<file path="config.mk">
export PLATFORM = sky130hd
export DESIGN_NAME = ro_puf_response_gen
export DESIGN_NICKNAME = d
export VERILOG_FILES = /design/src/rtl/ro_puf_pkg.sv /design/src/rtl/ro_edge_counter.sv /design/src/rtl/ro_puf_response_gen.sv
export SDC_FILE = /design/constraint.sdc
export NUM_CORES = 1
export LEC_CHECK = 0
export ABC_AREA = 1
export ABC_CLOCK_PERIOD_IN_PS = 2600
export CAP_MARGIN = 20
export CORE_MARGIN = 5
export CORE_UTILIZATION = 35
export DETAILED_ROUTE_END_ITERATION = 8
export PLACE_DENSITY = 0.58
export SYNTH_ARGS = -nofsm -noshare
export SYNTH_HDL_FRONTEND = slang
export SYNTH_SLANG_ARGS = --single-unit
</file>
<file path="constraint.sdc">
create_clock -name clk -period 2.6 [get_ports clk]
set_input_delay 0.65 -clock clk [delete_from_list [all_inputs] [get_ports clk]]
set_output_delay 0.65 -clock clk [all_outputs]
set_load 0.01 [all_outputs]
</file>
<file path="src/rtl/ro_puf_pkg.sv">
// Shared types, default sizes and width helpers for the RO-PUF response generator.
package ro_puf_pkg;

  // Measurement sequencer states
  typedef enum logic [2:0] {
    IDLE,
    SETTLE,
    COUNT,
    DRAIN,
    COMPARE,
    DONE
  } state_t;

  // Default sizing of the response generator
  localparam int DEF_NUM_RO        = 16;
  localparam int DEF_SEL_W         = 4;
  localparam int DEF_CNT_W         = 16;
  localparam int DEF_WINDOW_CYCLES = 50000;
  localparam int DEF_SETTLE_CYCLES = 8;
  localparam int DEF_DRAIN_CYCLES  = 4;

  // Width of a down-counter loaded with (cycles-1) and run to zero
  function automatic int win_cnt_w(input int cycles);
    if (cycles <= 2) begin
      return 1;
    end
    return $clog2(cycles);
  endfunction

  // Largest of the three phase lengths; one phase counter serves them all
  function automatic int max3(input int a, input int b, input int c);
    int m;
    m = a;
    if (b > m) begin
      m = b;
    end
    if (c > m) begin
      m = c;
    end
    return m;
  endfunction

endpackage

</file>
<file path="src/rtl/ro_edge_counter.sv">
// Synchronizes one asynchronous RO output into clk, detects its rising
// edges and counts them in a saturating counter.
module ro_edge_counter #(
  parameter int CNT_W = 16
) (
  input  logic             clk,
  input  logic             rst_n,
  input  logic             clr,
  input  logic             en,
  input  logic             async_in,
  output logic [CNT_W-1:0] count
);

  logic sync1;
  logic sync2;
  logic sync2_d;
  logic rise;

  // Two-flop synchronizer plus one delay stage for the edge detector
  always_ff @(posedge clk or negedge rst_n) begin
    if (!rst_n) begin
      sync1   <= 1'b0;
      sync2   <= 1'b0;
      sync2_d <= 1'b0;
    end else begin
      sync1   <= async_in;
      sync2   <= sync1;
      sync2_d <= sync2;
    end
  end

  assign rise = sync2 & ~sync2_d;

  // Saturating edge count; clear has priority, all-ones is sticky
  always_ff @(posedge clk or negedge rst_n) begin
    if (!rst_n) begin
      count <= '0;
    end else if (clr) begin
      count <= '0;
    end else if (en && rise && (count != '1)) begin
      count <= count + CNT_W'(1);
    end
  end

endmodule

</file>
<file path="src/rtl/ro_puf_response_gen.sv">
// Runs one PUF challenge: enables a pair of ring oscillators, counts their
// edges over a fixed window, and reports which one ran faster.
module ro_puf_response_gen
  import ro_puf_pkg::*;
#(
  parameter int NUM_RO        = DEF_NUM_RO,
  parameter int SEL_W         = DEF_SEL_W,
  parameter int CNT_W         = DEF_CNT_W,
  parameter int WINDOW_CYCLES = DEF_WINDOW_CYCLES,
  parameter int SETTLE_CYCLES = DEF_SETTLE_CYCLES,
  parameter int DRAIN_CYCLES  = DEF_DRAIN_CYCLES
) (
  input  logic              clk,
  input  logic              rst_n,
  input  logic              start,
  input  logic [SEL_W-1:0]  challenge_a,
  input  logic [SEL_W-1:0]  challenge_b,
  input  logic [NUM_RO-1:0] ro_out,
  output logic [NUM_RO-1:0] ro_enable,
  output logic              busy,
  output logic              done,
  output logic              response,
  output logic              tie,
  output logic [CNT_W-1:0]  count_a,
  output logic [CNT_W-1:0]  count_b
);

  localparam int PH_MAX = max3(SETTLE_CYCLES, WINDOW_CYCLES, DRAIN_CYCLES);
  localparam int PH_W   = win_cnt_w(PH_MAX);

  localparam logic [PH_W-1:0] SETTLE_LOAD = PH_W'(SETTLE_CYCLES - 1);
  localparam logic [PH_W-1:0] WINDOW_LOAD = PH_W'(WINDOW_CYCLES - 1);
  localparam logic [PH_W-1:0] DRAIN_LOAD  = PH_W'(DRAIN_CYCLES - 1);

  state_t            state;
  logic [SEL_W-1:0]  sel_a;
  logic [SEL_W-1:0]  sel_b;
  logic [PH_W-1:0]   phase;

  logic [NUM_RO-1:0] en_decode;
  logic [NUM_RO-1:0] hit_a;
  logic [NUM_RO-1:0] hit_b;
  logic              mux_a;
  logic              mux_b;
  logic              start_ok;
  logic              cnt_clr;
  logic              cnt_en;
  logic [CNT_W-1:0]  live_a;
  logic [CNT_W-1:0]  live_b;

  // Per-RO decode: enable bits for the incoming challenge, and one-hot
  // select masks for the latched challenge. An index past NUM_RO matches
  // no bit, so that channel sees a constant 0 and its enable never exists.
  for (genvar gi = 0; gi < NUM_RO; gi++) begin : g_ro_sel
    assign en_decode[gi] = (challenge_a == SEL_W'(gi)) || (challenge_b == SEL_W'(gi));
    assign hit_a[gi]     = ro_out[gi] & (sel_a == SEL_W'(gi));
    assign hit_b[gi]     = ro_out[gi] & (sel_b == SEL_W'(gi));
  end

  assign mux_a = |hit_a;
  assign mux_b = |hit_b;

  // Counters are held clear from the accepted start through SETTLE, and run
  // through COUNT and DRAIN so edges still in the synchronizer are absorbed.
  assign start_ok = (state == IDLE) && start;
  assign cnt_clr  = start_ok || (state == SETTLE);
  assign cnt_en   = (state == COUNT) || (state == DRAIN);

  ro_edge_counter #(
    .CNT_W    (CNT_W)
  ) u_cnt_a (
    .clk      (clk),
    .rst_n    (rst_n),
    .clr      (cnt_clr),
    .en       (cnt_en),
    .async_in (mux_a),
    .count    (live_a)
  );

  ro_edge_counter #(
    .CNT_W    (CNT_W)
  ) u_cnt_b (
    .clk      (clk),
    .rst_n    (rst_n),
    .clr      (cnt_clr),
    .en       (cnt_en),
    .async_in (mux_b),
    .count    (live_b)
  );

  // Measurement sequencer with registered enables, status and results
  always_ff @(posedge clk or negedge rst_n) begin
    if (!rst_n) begin
      state     <= IDLE;
      sel_a     <= '0;
      sel_b     <= '0;
      phase     <= '0;
      ro_enable <= '0;
      busy      <= 1'b0;
      done      <= 1'b0;
      response  <= 1'b0;
      tie       <= 1'b0;
      count_a   <= '0;
      count_b   <= '0;
    end else begin
      done <= 1'b0;
      case (state)
        IDLE: begin
          if (start) begin
            sel_a     <= challenge_a;
            sel_b     <= challenge_b;
            ro_enable <= en_decode;
            busy      <= 1'b1;
            response  <= 1'b0;
            tie       <= 1'b0;
            count_a   <= '0;
            count_b   <= '0;
            phase     <= SETTLE_LOAD;
            state     <= SETTLE;
          end
        end
        SETTLE: begin
          if (phase == '0) begin
            phase <= WINDOW_LOAD;
            state <= COUNT;
          end else begin
            phase <= phase - PH_W'(1);
          end
        end
        COUNT: begin
          if (phase == '0) begin
            ro_enable <= '0;
            phase     <= DRAIN_LOAD;
            state     <= DRAIN;
          end else begin
            phase <= phase - PH_W'(1);
          end
        end
        DRAIN: begin
          if (phase == '0) begin
            state <= COMPARE;
          end else begin
            phase <= phase - PH_W'(1);
          end
        end
        COMPARE: begin
          // Results land together with the done pulse on the next cycle
          count_a  <= live_a;
          count_b  <= live_b;
          response <= (live_a > live_b);
          tie      <= (live_a == live_b);
          busy     <= 1'b0;
          done     <= 1'b1;
          state    <= DONE;
        end
        DONE: begin
          state <= IDLE;
        end
        default: begin
          state <= IDLE;
        end
      endcase
    end
  end

endmodule

</file>
==> flow_summary.json, run 1 <==
{
  "synth_edf_count": 0,
  "clkSinkCount": 117,
  "utilization": 0.442,
  "syn-cell-area_sq_um": 6670,
  "finClkSkew_ps": 15.1,
  "area_growth_pct": 24.0,
  "cts_root_buf": "clkbuf_16",
  "cts_made_buffers": 17,
  "synth_top_area_share": 0.439,
  "htree_levels": 4,
  "drt-initial-drc-count": 405,
  "critPathRequiredTime_ps": 1950,
  "cts_tree": "built",
  "post-route-period-util": 0.777,
  "io_pins": 79,
  "cts_setup_buffers": 0,
  "ant_nets": 0,
  "cts_hold_buf": 0,
  "async_flop_share": 1.00,
  "num_vias": 6097,
  "hpwl_um": 13000,
  "port_buffers": 78,
  "cp_top_family": "buffers and inverters",
  "final_nets": 1031,
  "synthTopCellsByCount": "282 x nand2_1, 117 x dfrtp_1, 99 x inv_1, 83 x nand3_1, 76 x nor2_1",
  "cts_max_path_buffers": 2,
  "finalSetupViolCount": 0,
  "rows": 50,
  "start_kind": "register",
  "hold_path.class": "in -> async",
  "ys_ff_latch": 117,
  "yosysUniqueCellTypes": 40,
  "ys.flop_type": "dfrtp_1",
  "grt_max_degree": 68,
  "worstSetupPathType": "reg -> out",
  "drt-pass1-iter-count": 6,
  "relSlewSlack": 0.623,
  "gr-usage-all-layers": 0.167,
  "routed_wl_um": 17700,
  "wl_per_cell_um": 14.4,
  "synth.largest_area_cell": "dfrtp_1",
  "grt_overflow": 0,
  "post-route-drc-count": 0,
  "insertion_delay_ps": 420,
  "diodes": 0,
  "cpPeakStageDelay_ps": 560,
  "tightest_slew_ps": 566,
  "worstPathCellList": "clkdlybuf4s50_1",
  "vias_per_cell": 4.95,
  "die_h_um": 148,
  "max_cap_violations": 0,
  "grt_pass1_vias": 5838,
  "cp_max_fo": 2,
  "outcome": "finished, final reports clean",
  "synth_warnings": 0,
  "drive_gt1_frac": 0.0702,
  "slew_viol_final": 0,
  "yosysSeqAreaShare": 0.439,
  "fin_crit_ps": 2020,
  "hold_viol": 0,
  "antenna_found_initial": 0,
  "worst_path_max_delay_cell": "clkdlybuf4s50_1",
  "critPathArrivalTime_ps": 1370,
  "synthCells": 898,
  "cts.clk_slew.worst_paths_ps": 50,
  "die_area_sq_um": 21900,
  "end_kind": "primary output",
  "fmax_mhz": 495,
  "gp_congestion": 0.858,
  "vdd_ir_drop_max_v": 0.000452,
  "die_x_um": 148,
  "cts_resized": 0,
  "postSynthAreaPerCell_sq_um": 7.42,
  "total_leakage_power_nw": 3.97,
  "ys_top_cells_by_area": "dfrtp_1 44%, nand2_1 16%, nand3_1 6.2%, inv_1 5.6%, nor2_1 4.3%",
  "core_area_sq_um": 18700,
  "tns_ps": 0,
  "start_util": 0.356,
  "yosysMostFrequentCell": "nand2_1",
  "crit_buf_inv": 1,
  "grt_pass1_wl_um": 29700,
  "syn-num-nets": 945,
  "grt_setup_unrepaired": "no",
  "power.density_nw_per_um2": 517,
  "p_total_mw": 4.28
}
-- per-stage QoR --
step | worst slack [ps] | cell area (sq um) | instances | hold WS, ps
after floorplan | 985 | 6670 | 898 | 331
after global placement | 380 | 7710 | 1199 | 335
after detailed placement | 287 | 7710 | 1199 | 335
after CTS | 558 | 8270 | 1231 | 193
after global routing | 399 | 8270 | 1231 | 219
final | 580 | 8270 | 1231 | 180
-- sequential cells by signal, indices dropped and copies added (netlist names), 3 cells and up --
name           cells
ro_enable         16
u_cnt_a.count     16
u_cnt_b.count     16
state              3
sel_a              4
count_b           16
sel_b              4
count_a           16
phase             16
-- path summary, 6_finish.rpt --
path	from	end	slack [ps]	depth (start not counted)
hold / removal	rst_n	count_a[12]	180	1
min in group clk	u_cnt_a.sync1	u_cnt_a.sync2	340	0
setup reg to reg	state[2]	u_cnt_b.count[7]	600	7
setup / recovery	tie	tie	580	1
hold reg to reg	u_cnt_a.sync1	u_cnt_a.sync2	340	0
max in group asynchronous	rst_n	phase[15]	1700	2
-- logic make-up (layout without fill, tap and decap cells) --
logic type	count (synthesis)	in the layout	share of synthesized area
and+or+nand+nor	503	503	0.328
buffers and inverters	130	229	0.0798
adders and majority gates	20	20	0.0375
DFF	117	117	0.439
AOI/OAI and AO/OA	114	114	0.0970
xor gates and xnor gates	14	14	0.0184
-- layout by cell type (no fill, tap or decap), types with 27 or more instances in the layout --
| cell type | n |
|---|---|
| a21oi_1 | 27 |
| clkdlybuf4s50_1 | 77 |
| dfrtp_1 | 117 |
| inv_1 | 99 |
| nand2_1 | 282 |
| nand3_1 | 83 |
| nand4_1 | 29 |
| nor2_1 | 74 |
| o21ai_0 | 27 |
| o21ai_1 | 34 |
-- layout make-up --
| cell class | instances | area (sq um) |
|---|---|---|
| Clock inverter | 10 | 80.1 |
| Inverter | 108 | 407 |
| Timing Repair Buffer | 89 | 873 |
| Fill cell | 1870 | 10400 |
| Tap cell | 234 | 293 |
| Sequential cell | 117 | 2930 |
| Clock buffer | 22 | 474 |
| Multi-Input combinational cell | 651 | 3210 |
-- power breakdown --
group / total [mW] / switching, mW / internal, mW
Sequential: 1.87 / 0.0151 / 1.85
Combinational: 0.206 / 0.122 / 0.0840
Clock: 2.20 / 0.829 / 1.37
-- layer usage --
metal | track usage | up-vias | wire length, um
met2 | 0.266 | 130 | 8200
li1 | - | 3102 | -
met5 | 0 | - | 0
met1 | 0.232 | 2845 | 8620
met3 | 0.0264 | 20 | 646
met4 | 0.0573 | 0 | 227
(Power assumes the default switching activity.)
==> run 2, diff against run 1 <==
ABC_CLOCK_PERIOD_IN_PS = 1800   (was 2600)
PLACE_DENSITY = 0.6   (was 0.58)
clock period = 1.8 ns   (was 2.6 ns; I/O delays follow)
==> flow_summary.json, run 2 (same netlist as run 1, synthesis figures left out) <==
{
  "outcome": "finished, final reports clean",
  "worst_path_max_delay_cell": "clkdlybuf4s50_1",
  "slew_viol_final": 0,
  "cts_tree": "built",
  "rows": 50,
  "dp_slack_ps": -140,
  "instances_no_fill": 1295,
  "cts_made_buffers": 17,
  "cts_root_buf": "clkbuf_16",
  "power.density_nw_per_um2": 711,
  "num_vias": 6383,
  "port_buffers": 78,
  "tns_ps": 0,
  "p_total_mw": 6.30,
  "final_nets": 1095,
  "post-route-period-util": 0.976,
  "antenna_found_initial": 0,
  "grt_pass1_vias": 6111,
  "tightest_slew_ps": 467,
  "diodes": 0,
  "insertion_delay_ps": 420,
  "cts.clk_slew.worst_paths_ps": 50,
  "critPathRequiredTime_ps": 1350,
  "cts_max_path_buffers": 2,
  "hold_ws_ps": 74.8,
  "drt-pass1-iter-count": 5,
  "dp_cells": 1262,
  "finClkSkew_ps": 6.79,
  "post-route-drc-count": 0,
  "wl_per_cell_um": 14.3,
  "die_area_sq_um": 21900,
  "grt_use_met3": 0.0374,
  "die_x_um": 148,
  "core_area_sq_um": 18700,
  "hold_viol": 0,
  "final_common_cell": "nand2_1",
  "worstSetupPathType": "reg -> out",
  "end_kind": "primary output",
  "clkSinkCount": 117,
  "grt_setup_unrepaired": "no",
  "finalSetupViolCount": 0,
  "fillers": 1836,
  "grt_use_met2": 0.292,
  "crit_buf_inv": 1,
  "final_cell_mix": "282 x nand2_1, 117 x dfrtp_1, 99 x inv_1, 83 x nand3_1",
  "utilization": 0.473,
  "reg2reg_depth": 9,
  "grt-busiest-layer": "met2",
  "io_pins": 79,
  "routed_wl_um": 18500,
  "htree_levels": 4,
  "worstPathCellList": "clkdlybuf4s50_1",
  "hold_path.class": "in -> async",
  "finalInstanceArea_sq_um": 8850,
  "place_area_sq_um": 8210,
  "area_growth_pct": 32.8,
  "cp_top_family": "buffers and inverters",
  "start_util": 0.356,
  "drive_gt1_frac": 0.129,
  "drt-initial-drc-count": 351,
  "setup_slack_ps": 42.6,
  "vdd_ir_drop_max_v": 0.000654,
  "r2r_slack_ps": 130,
  "max_cap_violations": 0,
  "hpwl_um": 13700,
  "gr-usage-all-layers": 0.175,
  "gp_congestion": 0.892,
  "cp_max_fo": 2,
  "grt_overflow": 0,
  "start_kind": "register",
  "grt_max_degree": 86,
  "vias_per_cell": 4.93,
  "ant_nets": 0,
  "cts_hold_buf": 0,
  "total_leakage_power_nw": 4.55,
  "met1_usage": 0.231,
  "crit_cells": 1,
  "critPathArrivalTime_ps": 1310,
  "grt_pass1_wl_um": 30800,
  "fin_crit_ps": 1760,
  "die_h_um": 148,
  "cpPeakStageDelay_ps": 540,
  "relSlewSlack": 0.688,
  "fmax_mhz": 569
}
[run 2: worst paths after layout]
check / startpoint / to
setup reg to reg: phase[0] / phase[1]
hold reg to reg: u_cnt_a.sync1 / u_cnt_a.sync2
min in group clk: u_cnt_a.sync1 / u_cnt_a.sync2
setup / recovery: ro_enable[6] / ro_enable[6]
max in group asynchronous: rst_n / count_a[1]
hold / removal: rst_n / count_a[14]
[run 2: area by class of cell]
class	instances	area, sq um	share of cell area
Multi-Input combinational cell	652	3230	0.365
Clock inverter	10	105	0.0119
Timing Repair Buffer	152	1430	0.161
Inverter	108	407	0.0459
Clock buffer	22	464	0.0524
Tap cell	234	293	0.0331
Sequential cell	117	2930	0.331
[run 2: power breakdown]
part	internal, mW	switching, mW
Sequential	2.67	0.0225
Combinational	0.121	0.176
Clock	2.09	1.21
[run 2: repair_timing]
item | CTS | global route
gates cloned | 0 | 1
endpoints found under the setup margin | 19 | 50
pin swaps | 0 | 2
resized for setup | 12 | 32
setup buffers | 0 | 0
[run 2: metal layers]
metal | vias up | share of wire
li1 | 3227 | -
met1 | 2996 | 0.46
met2 | 141 | 0.49
met3 | 19 | 0.042
met4 | 0 | 0.012
met5 | - | 0
==> run 3, diff against run 2 <==
ABC_CLOCK_PERIOD_IN_PS = 2090   (was 1800)
PLACE_DENSITY = 0.58   (was 0.6)
clock period = 2.09 ns   (was 1.8 ns; I/O delays follow)
==> flow_summary.json, run 3 (same netlist as run 1, synthesis figures left out) <==
{
  "drt-initial-drc-count": 493,
  "drive_gt1_frac": 0.0821,
  "fin_crit_ps": 1920,
  "port_buffers": 78,
  "die_x_um": 148,
  "worstPathCellList": "clkdlybuf4s50_1",
  "core_area_sq_um": 18700,
  "die_h_um": 148,
  "drt-pass1-iter-count": 5,
  "worstSetupPathType": "reg -> out",
  "crit_buf_inv": 1,
  "cp_top_family": "buffers and inverters",
  "finalInstanceArea_sq_um": 8410,
  "start_kind": "register",
  "vdd_ir_drop_max_v": 0.000544,
  "cts_root_buf": "clkbuf_16",
  "grt_setup_unrepaired": "no",
  "insertion_delay_ps": 420,
  "grt_pass1_wl_um": 30300,
  "total_leakage_power_nw": 4.05,
  "cpPeakStageDelay_ps": 580,
  "hold_path.class": "in -> async",
  "cts_made_buffers": 17,
  "cts.clk_slew.worst_paths_ps": 60,
  "fillers": 1901,
  "grt_pass1_vias": 6038,
  "final_nets": 1046,
  "antenna_found_initial": 0,
  "relSlewSlack": 0.679,
  "gr-usage-all-layers": 0.171,
  "die_area_sq_um": 21900,
  "grt_use_met3": 0.0365,
  "place_area_sq_um": 7880,
  "gp_congestion": 0.866,
  "utilization": 0.450,
  "power_frac_seq": 0.442,
  "slew_viol_final": 0,
  "vias_per_cell": 4.92,
  "cts_resized": 0,
  "hold_viol": 0,
  "clkPwrFrac": 0.509,
  "grt_overflow": 0,
  "wl_per_cell_um": 14.4,
  "max_cap_violations": 0,
  "num_vias": 6127,
  "p_int_mw": 4.05,
  "start_util": 0.356,
  "combPwrFrac": 0.049,
  "met1_usage": 0.233,
  "cp_max_fo": 2,
  "diodes": 0,
  "p_sw_mw": 1.21,
  "area_growth_pct": 26.1,
  "cts_max_path_buffers": 2,
  "grt_max_degree": 65,
  "io_pins": 79,
  "cts_tree": "built",
  "final_common_cell": "nand2_1",
  "routed_wl_um": 18000,
  "end_kind": "primary output",
  "swShare": 0.229,
  "ant_nets": 0,
  "grt-busiest-layer": "met2",
  "hold_ws_ps": 107,
  "tns_ps": 0,
  "htree_levels": 4,
  "rows": 50,
  "outcome": "finished, final reports clean",
  "finalSetupViolCount": 0,
  "post-route-period-util": 0.916,
  "cts_setup_buffers": 0,
  "grt_use_met2": 0.274,
  "power.density_nw_per_um2": 626,
  "finClkSkew_ps": 6.03,
  "critPathRequiredTime_ps": 1570,
  "final_cell_mix": "282 x nand2_1, 117 x dfrtp_1, 99 x inv_1, 83 x nand3_1, 77 x clkdlybuf4s50_1",
  "hpwl_um": 13200,
  "fmax_mhz": 522,
  "critPathArrivalTime_ps": 1390,
  "cts_hold_buf": 0,
  "post-route-drc-count": 0,
  "clkSinkCount": 117,
  "worst_path_max_delay_cell": "clkdlybuf4s50_1",
  "tightest_slew_ps": 481
}
==> run 3: cell count changes in the layout (fill, tap and decap cells not counted), sizes merged <==
cell / before / now
buf: 75 / 27
clkdlybuf4s50: 38 / 77
dlymetal6s2s: 28 / 0
dlygate4sd2: 11 / 0
clkinv: 7 / 9
bufinv: 2 / 1
clkbuf: 22 / 21
inv: 107 / 106
nor2: 86 / 85
==> run 3: path summary, 6_finish.rpt <==
| check | cells after the start | startpoint | end | slack [ps] |
|---|---|---|---|---|
| worst max register to register | 10 | u_cnt_a.count[0] | u_cnt_a.count[2] | 240 |
| max in group asynchronous | 2 | rst_n | u_cnt_b.count[15] | 1650 |
| worst max-delay path | 1 | tie | tie | 170 |
| min in group clk | 0 | u_cnt_b.sync1 | u_cnt_b.sync2 | 350 |
| worst min register to register | 0 | u_cnt_b.sync1 | u_cnt_b.sync2 | 350 |
| worst min-delay path | 2 | rst_n | count_a[6] | 110 |
==> run 3: per-layer routing <==
metal / routed length, um / vias to the layer above
li1: - / 3133
met1: 8360 / 2826
met2: 8360 / 146
met3: 961 / 22
met4: 290 / 0
met5: 0 / -
==> run 3: power by group through the flow <==
| stage | Combinational, mW | Clock (mW) | Sequential [mW] |
|---|---|---|---|
| after detailed placement | 0.263 | 0 | 2.36 |
| after floorplan | 0.0982 | 0 | 2.36 |
| after global routing | 0.296 | 2.83 | 2.33 |
| final | 0.260 | 2.68 | 2.32 |
| after global placement | 0.262 | 0 | 2.36 |
| after CTS | 0.263 | 2.74 | 2.32 |
==> run 3: cell type report <==
| cell class | count | area [sq um] | share of cell area |
|---|---|---|---|
| inverter | 108 | 407 | 0.0484 |
| clock buffer | 21 | 450 | 0.0536 |
| multi-input combinational | 651 | 3210 | 0.382 |
| timing repair buffer | 104 | 1040 | 0.123 |
| tap | 234 | 293 | 0.0348 |
| sequential | 117 | 2930 | 0.348 |
| clock inverter | 10 | 83.8 | 0.00997 |
==> run 3: worst reg2reg max path, stage by stage, from the launching register on <==
cell	delay (ps)
dfrtp_1	410
ha_1	240
nand2_2	80
inv_2	50
nand2_2	110
nor2_4	60
nand3_2	50
and2_1	420
buf_4	230
nand3_1	70
nand2_1	70
==> run 3: stage by stage <==
| step | total power [mW] | setup slack [ps] | std cells |
|---|---|---|---|
| after floorplan | 2.46 | 475 | 898 |
| after global placement | 2.62 | 113 | 1214 |
| after detailed placement | 2.62 | 68.6 | 1214 |
| after CTS | 5.32 | 167 | 1245 |
| after global routing | 5.45 | 53.1 | 1245 |
| final | 5.26 | 175 | 1245 |
==> patch: new RTL, config.mk and constraints of run 3 <==
`DEF_CNT_W`: 16 -> 32.
--- a/src/rtl/ro_puf_pkg.sv
+++ b/src/rtl/ro_puf_pkg.sv
@@ -14,7 +14,7 @@
   // Default sizing of the response generator
   localparam int DEF_NUM_RO        = 16;
   localparam int DEF_SEL_W         = 4;
-  localparam int DEF_CNT_W         = 16;
+  localparam int DEF_CNT_W         = 32;
   localparam int DEF_WINDOW_CYCLES = 50000;
   localparam int DEF_SETTLE_CYCLES = 8;
   localparam int DEF_DRAIN_CYCLES  = 4;
Interface: changed (resized count_a and count_b); port bits go from 79 to 111. The function was not compared with the original's and may differ.
==> patch against run 3 <==
Global-route usage rose by 1.4 points; hold slack better by 0.24 ns; cell area grew 54%; total power is 35% higher; final cell count grew 59%; combinational power up 12%; sequential power grew 53%; sequential cell count grew 64; fmax shrank 0.24%; clock skew up 0.0075 ns; synthesized area is 57% higher; wire length grew 71%; setup slack lost 0.0046 ns; highest routed layer unchanged.
==> patch: results (changes against run 3) <==
* Reg2reg start: u_cnt_a.count[1]$_DFFE_PN0P_ (was u_cnt_a.count[0]$_DFFE_PN0P_)
* Final Wtd Congestion at 0.922 (was 0.866)
* Arrival time worst endpoint at 1.40 ns
* Clk slew on worst S/H paths at 0.08 ns (was 0.06 ns)
* Post-synthesis cell type count at 34 (was 40)
* Initial Utilization at 35.4% (was 35.6%)
* Reg2Reg Depth at 12 (was 10)
* Post-DP HPWL at 23500 µm (was 13200 µm)
* Post-Syn Nets at 1495 (was 945)
* First-pass GRT wire length at 50300 µm (was 30300 µm)
* Pin count of the biggest net entering global routing at 57 (was 65)
* Clk_skew at 0.0136 ns (was 0.00603 ns)
* Top FF cell, synth: dfrtp_1 (unchanged)
* Capturing point of the worst reg2reg path: u_cnt_a.count[22]$_DFFE_PN0P_ (was u_cnt_a.count[2]$_DFFE_PN0P_)
* Leakage power at 6.02 nW (was 4.05 nW)
* R2R setup slack at 0.22 ns (was 0.24 ns)
* Worst skew pair latency at 0.44 ns (was 0.42 ns)
* # diodes at 0 (unchanged)
* Total GRT Usage at 18.6% (was 17.1%)
* Commonest cells in the netlist: nand2_1 (442), dfrtp_1 (181), inv_1 (155) (was nand2_1 (282), dfrtp_1 (117), inv_1 (99))
* WHS Endpoint: u_cnt_a.sync2$_DFF_PN0_
* Via count at 9850 (was 6127)
* DR pass1 iterations at 6 (was 5)
* Final WL at 30800 µm (was 18000 µm)
* Share of cells above drive strength 1 at 8.22% (was 8.21%)
* Worst Hold Class: reg -> reg (was in -> async)
* Synth area leaders: dfrtp_1 (43%), nand2_1 (16%), inv_1 (5.6%) (was dfrtp_1 (44%), nand2_1 (16%), nand3_1 (6.2%))
* Pint at 5.38 mW (was 4.05 mW)
* Crit path max-delay family: buffers and inverters (unchanged)
* Max VDD drop at 0.000398 V (was 0.000544 V)
* Iter 0 DRT Violations at 612 (was 493)
* Final non-filler cell total at 1984 (was 1245)
* Status: completed (unchanged)
* Fin nets at 1643 (was 1046)
* IO Port Bufs at 110 (was 78)
* Avg Inst Size Synth at 7.29 µm² (was 7.42 µm²)
* Slew HR at 70.2% (was 67.9%)
* Register area share after synthesis at 43.3% (was 43.9%)
* Vias in the first global route at 9468 (was 6038)
## patch: changes by cell type in the layout (fill, tap and decap cells not counted), moves of 17 or more
cell and change:
buf_4 +23, nand3_1 +32, nor3_1 +17, clkdlybuf4s50_1 +32, nand2_1 +160, inv_1 +55
o21ai_0 +82, nor2_1 +75, dfrtp_1 +64
## patch: timing repair
action | 4_1_cts | 5_1_grt
resized for setup | 0 | 0
setup endpoints to repair | 0 | 0
hold buffers | 1 | 0
hold endpoints to repair | 23 | 0
## patch: cell families (layout without fill, tap and decap cells)
family                   count (synthesis)  after routing  share of synthesized area, %
AO/OA/AOI/OAI                          204            204                          10.7
XOR/XNOR                                18             18                          1.51
adder cells (fa/ha/maj)                 35             35                          4.19
buffers and inverters                  204            365                          8.07
flip-flops                             181            181                          43.3
AND/OR/NAND/NOR                        791            791                          32.2
## patch: layout make-up
cell class	count	area (µm²)
multi-input combinational	1048	5090
sequential	181	4530
fill	3045	16600
inverter	168	633
tap	390	488
clock buffer	20	457
timing repair buffer	165	1630
clock inverter	12	118
## patch: per-layer routing
layer	vias to the layer above	part of all wire [%]	track usage (%)
met5	-	0	0
met4	0	1.3	4.71
met3	34	5.9	3.73
met2	258	46	29.8
met1	4591	47	25.8
li1	4967	-	-
## patch: stage by stage
stage	util, %	worst slack, ns	hold WS [ns]	area, µm²
after global routing	43.8	0.0418	0.358	12900
after detailed placement	41.8	0.0339	0.337	12400
after floorplan	-	0.286	0.227	10500
final	43.8	0.170	0.351	12900
after global placement	41.8	0.0533	0.334	12400
after CTS	43.8	0.140	0.354	12900
## patch: worst max-delay path by stage
stage | start | to | slack, ns | cells after the start
2_1_floorplan | u_cnt_b.count[0]$_DFFE_PN0P_ | u_cnt_b.count[17]$_DFFE_PN0P_ | 0.29 | 11
3_3_place_gp | start | u_cnt_b.count[23]$_DFFE_PN0P_ | 0.05 | 10
3_5_place_dp | start | u_cnt_b.count[23]$_DFFE_PN0P_ | 0.03 | 10
4_1_cts | count_a[30]$_DFFE_PN0P_ | count_a[30] | 0.14 | 1
5_1_grt | phase[0]$_DFFE_PN0P_ | ro_enable[4]$_DFFE_PN0P_ | 0.04 | 8
6_report | busy$_DFFE_PN0P_ | busy | 0.17 | 1
## patch: power by group through the flow
stage / clock, mW / sequential [mW] / combinational [mW]
2_1_floorplan: 0 / 3.63 / 0.0982
3_3_place_gp: 0 / 3.62 / 0.293
3_5_place_dp: 0 / 3.62 / 0.297
4_1_cts: 3.30 / 3.56 / 0.299
5_1_grt: 3.44 / 3.56 / 0.333
6_report: 3.23 / 3.56 / 0.292
